## src/rtl/instr_fetch_ctrl_pkg.sv

```systemverilog
// rtl/instr_fetch_ctrl_pkg.sv - shared fetch FSM encoding and buffer entry type
package instr_fetch_ctrl_pkg;

    localparam logic [1:0] ST_BOOT  = 2'd0;
    localparam logic [1:0] ST_RUN   = 2'd1;
    localparam logic [1:0] ST_FAULT = 2'd2;

    localparam int DEF_ADDRESS_WIDTH = 32;
    localparam int DEF_INSTR_WIDTH   = 32;

    typedef struct packed {
        logic [DEF_ADDRESS_WIDTH-1:0] pc;
        logic [DEF_INSTR_WIDTH-1:0]   instr;
    } fetch_entry_t;

endpackage

```

## src/rtl/instr_fetch_ctrl_fetch_buffer.sv

```systemverilog
// rtl/instr_fetch_ctrl_fetch_buffer.sv - 2-entry fetch FIFO (module fetch_buffer)
module fetch_buffer
    import instr_fetch_ctrl_pkg::*;
#(
    parameter type entry_t = fetch_entry_t
) (
    input  logic       clk,
    input  logic       rst_n,
    input  logic       push,
    input  logic       pop,
    input  logic       flush,
    input  entry_t     push_data,
    output logic [1:0] count,
    output logic       head_valid,
    output entry_t     head
);

    entry_t slot0;
    entry_t slot1;

    // slot0 is always the head; a pop shifts slot1 down
    always_ff @(posedge clk or negedge rst_n) begin
        if (!rst_n) begin
            count <= 2'd0;
            slot0 <= '0;
            slot1 <= '0;
        end else if (flush) begin
            count <= 2'd0;
        end else begin
            case ({push, pop})
                2'b10: begin
                    if (count == 2'd0) slot0 <= push_data;
                    else               slot1 <= push_data;
                    count <= count + 2'd1;
                end
                2'b01: begin
                    slot0 <= slot1;
                    count <= count - 2'd1;
                end
                2'b11: begin
                    if (count == 2'd1) begin
                        slot0 <= push_data;
                    end else begin
                        slot0 <= slot1;
                        slot1 <= push_data;
                    end
                end
                default: ;
            endcase
        end
    end

    assign head_valid = (count != 2'd0);
    assign head       = slot0;

endmodule

```

## src/rtl/instr_fetch_ctrl.sv

```systemverilog
// rtl/instr_fetch_ctrl.sv - ROM fetch controller; IFETCH_PERF_CNT_EN enables perf counters
module instr_fetch_ctrl
    import instr_fetch_ctrl_pkg::*;
#(
    parameter int                     ADDRESS_WIDTH = 32,
    parameter int                     INSTR_WIDTH   = 32,
    parameter int                     MEM_DEPTH     = 100,
    parameter logic [ADDRESS_WIDTH-1:0] RESET_PC    = '0
) (
    input  logic                     CLK,
    input  logic                     RST,
    output logic [ADDRESS_WIDTH-1:0] InstrAddress,
    input  logic [INSTR_WIDTH-1:0]   InstrData,
    input  logic                     Redirect,
    input  logic [ADDRESS_WIDTH-1:0] RedirectTarget,
    output logic                     FetchValid,
    input  logic                     FetchReady,
    output logic [INSTR_WIDTH-1:0]   FetchInstr,
    output logic [ADDRESS_WIDTH-1:0] FetchPC,
    output logic                     Fault,
    output logic [ADDRESS_WIDTH-1:0] FaultPC,
    output logic [31:0]              PerfFetchCnt,
    output logic [31:0]              PerfStallCnt
);

    typedef struct packed {
        logic [ADDRESS_WIDTH-1:0] pc;
        logic [INSTR_WIDTH-1:0]   instr;
    } entry_t;

    localparam logic [ADDRESS_WIDTH-1:0] MEM_WORDS = ADDRESS_WIDTH'(MEM_DEPTH);

    logic [1:0]               state;
    logic [ADDRESS_WIDTH-1:0] fpc;
    logic [1:0]               count;
    entry_t                   head;
    entry_t                   push_data;
    logic                     pop;
    logic                     room;
    logic                     illegal;
    logic                     run_ok;
    logic                     push;
    logic                     fault_hit;
    logic                     flush;

    assign pop       = FetchValid && FetchReady;
    assign room      = (count != 2'd2) || pop;
    assign illegal   = (fpc[1:0] != 2'b00) || ((fpc >> 2) >= MEM_WORDS);
    assign run_ok    = (state == ST_RUN) && !Redirect;
    assign push      = run_ok && !illegal && room;
    // A fault is only taken once a slot would be free, so buffered work is never lost
    assign fault_hit = run_ok && illegal && room;
    assign flush     = Redirect && (state != ST_BOOT);
    assign push_data = '{pc: fpc, instr: InstrData};

    always_ff @(posedge CLK or negedge RST) begin
        if (!RST) begin
            state   <= ST_BOOT;
            fpc     <= RESET_PC;
            Fault   <= 1'b0;
            FaultPC <= '0;
        end else begin
            case (state)
                ST_BOOT: state <= ST_RUN;
                ST_RUN: begin
                    if (Redirect) begin
                        fpc <= RedirectTarget;
                    end else if (fault_hit) begin
                        Fault   <= 1'b1;
                        FaultPC <= fpc;
                        state   <= ST_FAULT;
                    end else if (push) begin
                        fpc <= fpc + ADDRESS_WIDTH'(4);
                    end
                end
                ST_FAULT: begin
                    if (Redirect) begin
                        fpc   <= RedirectTarget;
                        state <= ST_RUN;
                    end
                end
                default: state <= ST_BOOT;
            endcase
        end
    end

    fetch_buffer #(
        .entry_t (entry_t)
    ) u_fetch_buffer (
        .clk        (CLK),
        .rst_n      (RST),
        .push       (push),
        .pop        (pop && !flush),
        .flush      (flush),
        .push_data  (push_data),
        .count      (count),
        .head_valid (FetchValid),
        .head       (head)
    );

    assign InstrAddress = fpc;
    assign FetchInstr   = head.instr;
    assign FetchPC      = head.pc;

`ifdef IFETCH_PERF_CNT_EN
    always_ff @(posedge CLK or negedge RST) begin
        if (!RST) begin
            PerfFetchCnt <= 32'd0;
            PerfStallCnt <= 32'd0;
        end else begin
            if (pop)                       PerfFetchCnt <= PerfFetchCnt + 32'd1;
            if (FetchValid && !FetchReady) PerfStallCnt <= PerfStallCnt + 32'd1;
        end
    end
`else
    assign PerfFetchCnt = 32'd0;
    assign PerfStallCnt = 32'd0;
`endif

endmodule

```

## config.mk

```make
export PLATFORM = sky130hd
export DESIGN_NAME = instr_fetch_ctrl
export DESIGN_NICKNAME = d
export VERILOG_FILES = /design/src/rtl/instr_fetch_ctrl_pkg.sv /design/src/rtl/instr_fetch_ctrl_fetch_buffer.sv /design/src/rtl/instr_fetch_ctrl.sv
export SDC_FILE = /design/constraint.sdc
export NUM_CORES = 1
export LEC_CHECK = 0
export ABC_AREA = 1
export CORE_UTILIZATION = 51
export DETAILED_ROUTE_END_ITERATION = 8
export PLACE_DENSITY_LB_ADDON = 0.1
export SLEW_MARGIN = 20
export SYNTH_ARGS = -nofsm -noshare
export SYNTH_HDL_FRONTEND = slang
export SYNTH_SLANG_ARGS = --single-unit
```

## constraint.sdc

```tcl
create_clock -name CLK -period 2.5 [get_ports CLK]
set_input_delay 0.5 -clock CLK [delete_from_list [all_inputs] [get_ports CLK]]
set_output_delay 0.5 -clock CLK [all_outputs]
set_load 0.01 [all_outputs]
```

==> impl_metrics.py <==
metrics = {
    "floorplan": {
        "die_h_um": 151,
        "rows": 54,
        "dieArea_um2": 22900,
        "start_util_pct": 52.0,
        "core_um2": 21800,
        "pin_count": 262,
        "die_x_um": 151,
    },
    "routing": {
        "drt_iter0_drc": 722,
        "met2_wirelength_mm": 14.9,
        "drt-total-wl_mm": 31.8,
        "wl_met3_mm": 2.10,
        "wl_met1_mm": 14.2,
        "drt.antenna.violating_nets": 0,
        "vias": 10491,
        "avgRoutedWirePerCell_um": 15.8,
        "dr.pass1.iters": 5,
        "viasPerCell": 5.21,
        "drcViolationCount": 0,
        "top_layer_used": "met4",
    },
    "logic_synthesis": {
        "synth_edf_count": 0,
        "ys_seq_area_share_pct": 43.4,
        "synth-seq-cells": 197,
        "synthDistinctLibCells": 34,
        "async_flop_share_pct": 100,
        "synth_flop_cell": "dfrtp_1",
        "yosysWarnings": 0,
        "syn_area_per_cell_um2": 7.41,
        "postSynthCellCount": 1533,
        "syn_area_um2": 11400,
    },
    "sta": {
        "fin_crit_ps": 2320,
        "slew_viol_final": 0,
        "finalSetupViolCount": 0,
        "worstMarginPinSlew_ps": 522,
        "skew_ps": 7.58,
        "fin_setup_tns_ps": 0,
        "rsz0062_at_grt": "false",
        "timing_hold_violations_final": 0,
        "slew_headroom_pct": 65.2,
        "period_share_pct": 92.8,
        "fmax_mhz": 431,
    },
    "hold_path": {
        "hp-class": "input pin to asynchronous set/reset pin",
    },
    "worst_setup_path": {
        "reg2reg_to": "InstrAddress[18]",
        "crit_fanout": 5,
        "cp_data_arrival_time_ps": 1820,
        "worst-path-buf-inv": 3,
        "end_kind": "output port",
        "critical-path-top-delay-family": "buffers and inverters",
        "r2r_setup_slack_ps": 300,
        "crit_chain": "inv_1 -> ha_1 -> inv_2 -> clkdlybuf4s50_1",
        "critPathLaunchType": "flop",
        "cp.depth": 4,
        "crit_required_ps": 2000,
        "max_stage_delay_ps": 580,
        "crit_type": "flop to output port",
        "cp_slowest_cell": "clkdlybuf4s50_1",
        "worstSetupEndpoint": "FetchValid",
        "reg2reg_from": "InstrAddress[3]",
        "r2r_cells": 10,
        "cp-startpoint": "u_fetch_buffer.count[0]",
    },
    "clock_network": {
        "postCtsHoldBufs": 0,
        "cts_buffer_depth": 2,
        "cts_tree": "yes",
        "h-tree-depth": 4,
        "cts.sinks": 197,
        "cts_resized": 0,
        "cts-root-buf": "clkbuf_16",
        "insertion_delay_ps": 430,
        "clkTransAtPathRegs_ps": 70,
        "post-cts-setup-buffers": 0,
        "cts_made_buffers": 17,
    },
    "grt": {
        "grt_max_degree": 79,
        "globalRouteOverflowTotal": 0,
        "grt_pass1_vias": 9980,
        "antenna_found_initial": 0,
        "track_usage_pct": 28.9,
        "grt_pass1_wl_mm": 51.5,
    },
    "run": {
        "maxCapViolCount": 0,
    },
    "finish": {
        "areaGrowthSynthToFinish_pct": 25.0,
        "diodes": 0,
        "drive_gt1_share_pct": 10.2,
        "nets": 1800,
    },
    "placed_design": {
        "portBuffers": 197,
        "place_congestion": 0.946,
        "dp_hpwl_mm": 22.4,
    },
    "power_and_ir_drop": {
        "ir_drop_uv": 562,
        "powerDensity_nw_per_um2": 1020,
        "leakagePower_uw": 0.00714,
        "p_total_uw": 14500,
    },
    "status": {
        "status": "complete, no violations",
    },
}
## kinds of logic after synthesis
logic type                 after synthesis  share of synthesized area, %
DFF                                    197                          43.4
muxes                                   33                          3.26
AOI/OAI and AO/OA                      131                          6.82
other                                    1                        0.0330
buffers and inverters                  274                          12.4
xor gates and xnor gates                 8                         0.617
and+or+nand+nor                        879                          32.3
adders and majority gates               10                          1.10
## cell usage in the layout (no fill, tap or decap), types with 3 or more instances in the layout
cell type,Yosys,final
nand2_1,556,556
dfrtp_1,197,197
clkdlybuf4s50_1,0,196
nand3_1,162,162
inv_1,111,111
nor2_1,103,103
o21ai_0,77,77
conb_1,1,64
buf_4,74,52
nand4_1,43,43
mux2_2,32,32
a21oi_2,28,28
clkbuf_16,0,17
a21oi_1,13,13
buf_12,0,13
ha_1,10,9
inv_2,8,8
xor2_1,8,8
o21ai_1,7,7
or2_2,3,3
clkinvlp_4,0,3
## per-layer routing
layer	global-route usage, %	vias to the layer above
li1	-	5116
met1	39.3	4941
met2	46.3	380
met3	5.00	54
met4	9.95	0
met5	0	-
## worst min path at each step
stage / startpoint / to / slack, ps / depth (start not counted)
final: RST / FaultPC[4] / 40 / 1
after global placement: Fault / Fault / 450 / 2
after floorplan: RST / Fault / 200 / 0
after detailed placement: Fault / Fault / 460 / 2
after CTS: RST / Fault / 50 / 1
after global routing: RST / Fault / 70 / 1
## through the flow
stage | hold WS, ps | area [um^2] | utilization (%) | cells | setup slack [ps]
after global placement | 448 | 13600 | 62.5 | 1983 | 169
after global routing | 66.8 | 14200 | 65.0 | 2012 | 108
final | 35.2 | 14200 | 65.0 | 2012 | 181
after floorplan | 204 | 11600 | - | 1596 | 623
after CTS | 50.3 | 14200 | 65.0 | 2012 | 161
after detailed placement | 459 | 13600 | 62.5 | 1983 | 91.4
## flip-flops by register name, summed over array words and instances (netlist names)
register and flops:
FaultPC 32, InstrAddress 32, Fault 1, u_fetch_buffer.count 2
u_fetch_buffer.head 64, state 2, u_fetch_buffer.slot1 64
## worst register-to-register path, delay by kind of cell (launching register included)
kind / cells / cell delay (ps)
XOR/XNOR: 1 / 160
AND/OR/NAND/NOR: 8 / 1230
flip-flops: 1 / 490
adder cells (fa/ha/maj): 1 / 270
## final cells by class
class,count,area (um^2)
clock inverters,11,130
fillers,1922,7630
flip-flops and latches,197,4930
clock buffers,18,429
multi-input cells,1125,5280
inverters,119,447
repair buffers,262,2630
well taps,280,350
## cells in the mapped netlist, types with 10 or more instances
library cell / count / area, um^2
a21oi_2: 28 / 245
mux2_2: 32 / 360
buf_2: 40 / 200
nor2_1: 103 / 387
inv_1: 111 / 417
nand3_1: 162 / 811
a21oi_1: 13 / 65.1
dfrtp_1: 197 / 4930
ha_1: 10 / 125
nand4_1: 43 / 269
nand2_1: 556 / 2090
buf_4: 74 / 556
clkbuf_1: 30 / 113
o21ai_0: 77 / 385
## report_power, final
group          leakage, uW  switching (uW)  total (uW)  internal, uW
sequential         0.00244             587        4580          3990
clock             0.000266            1260        2730          1470
combinational      0.00443            4040        7190          3150
Note: power is estimated with default switching activity, not from simulation.
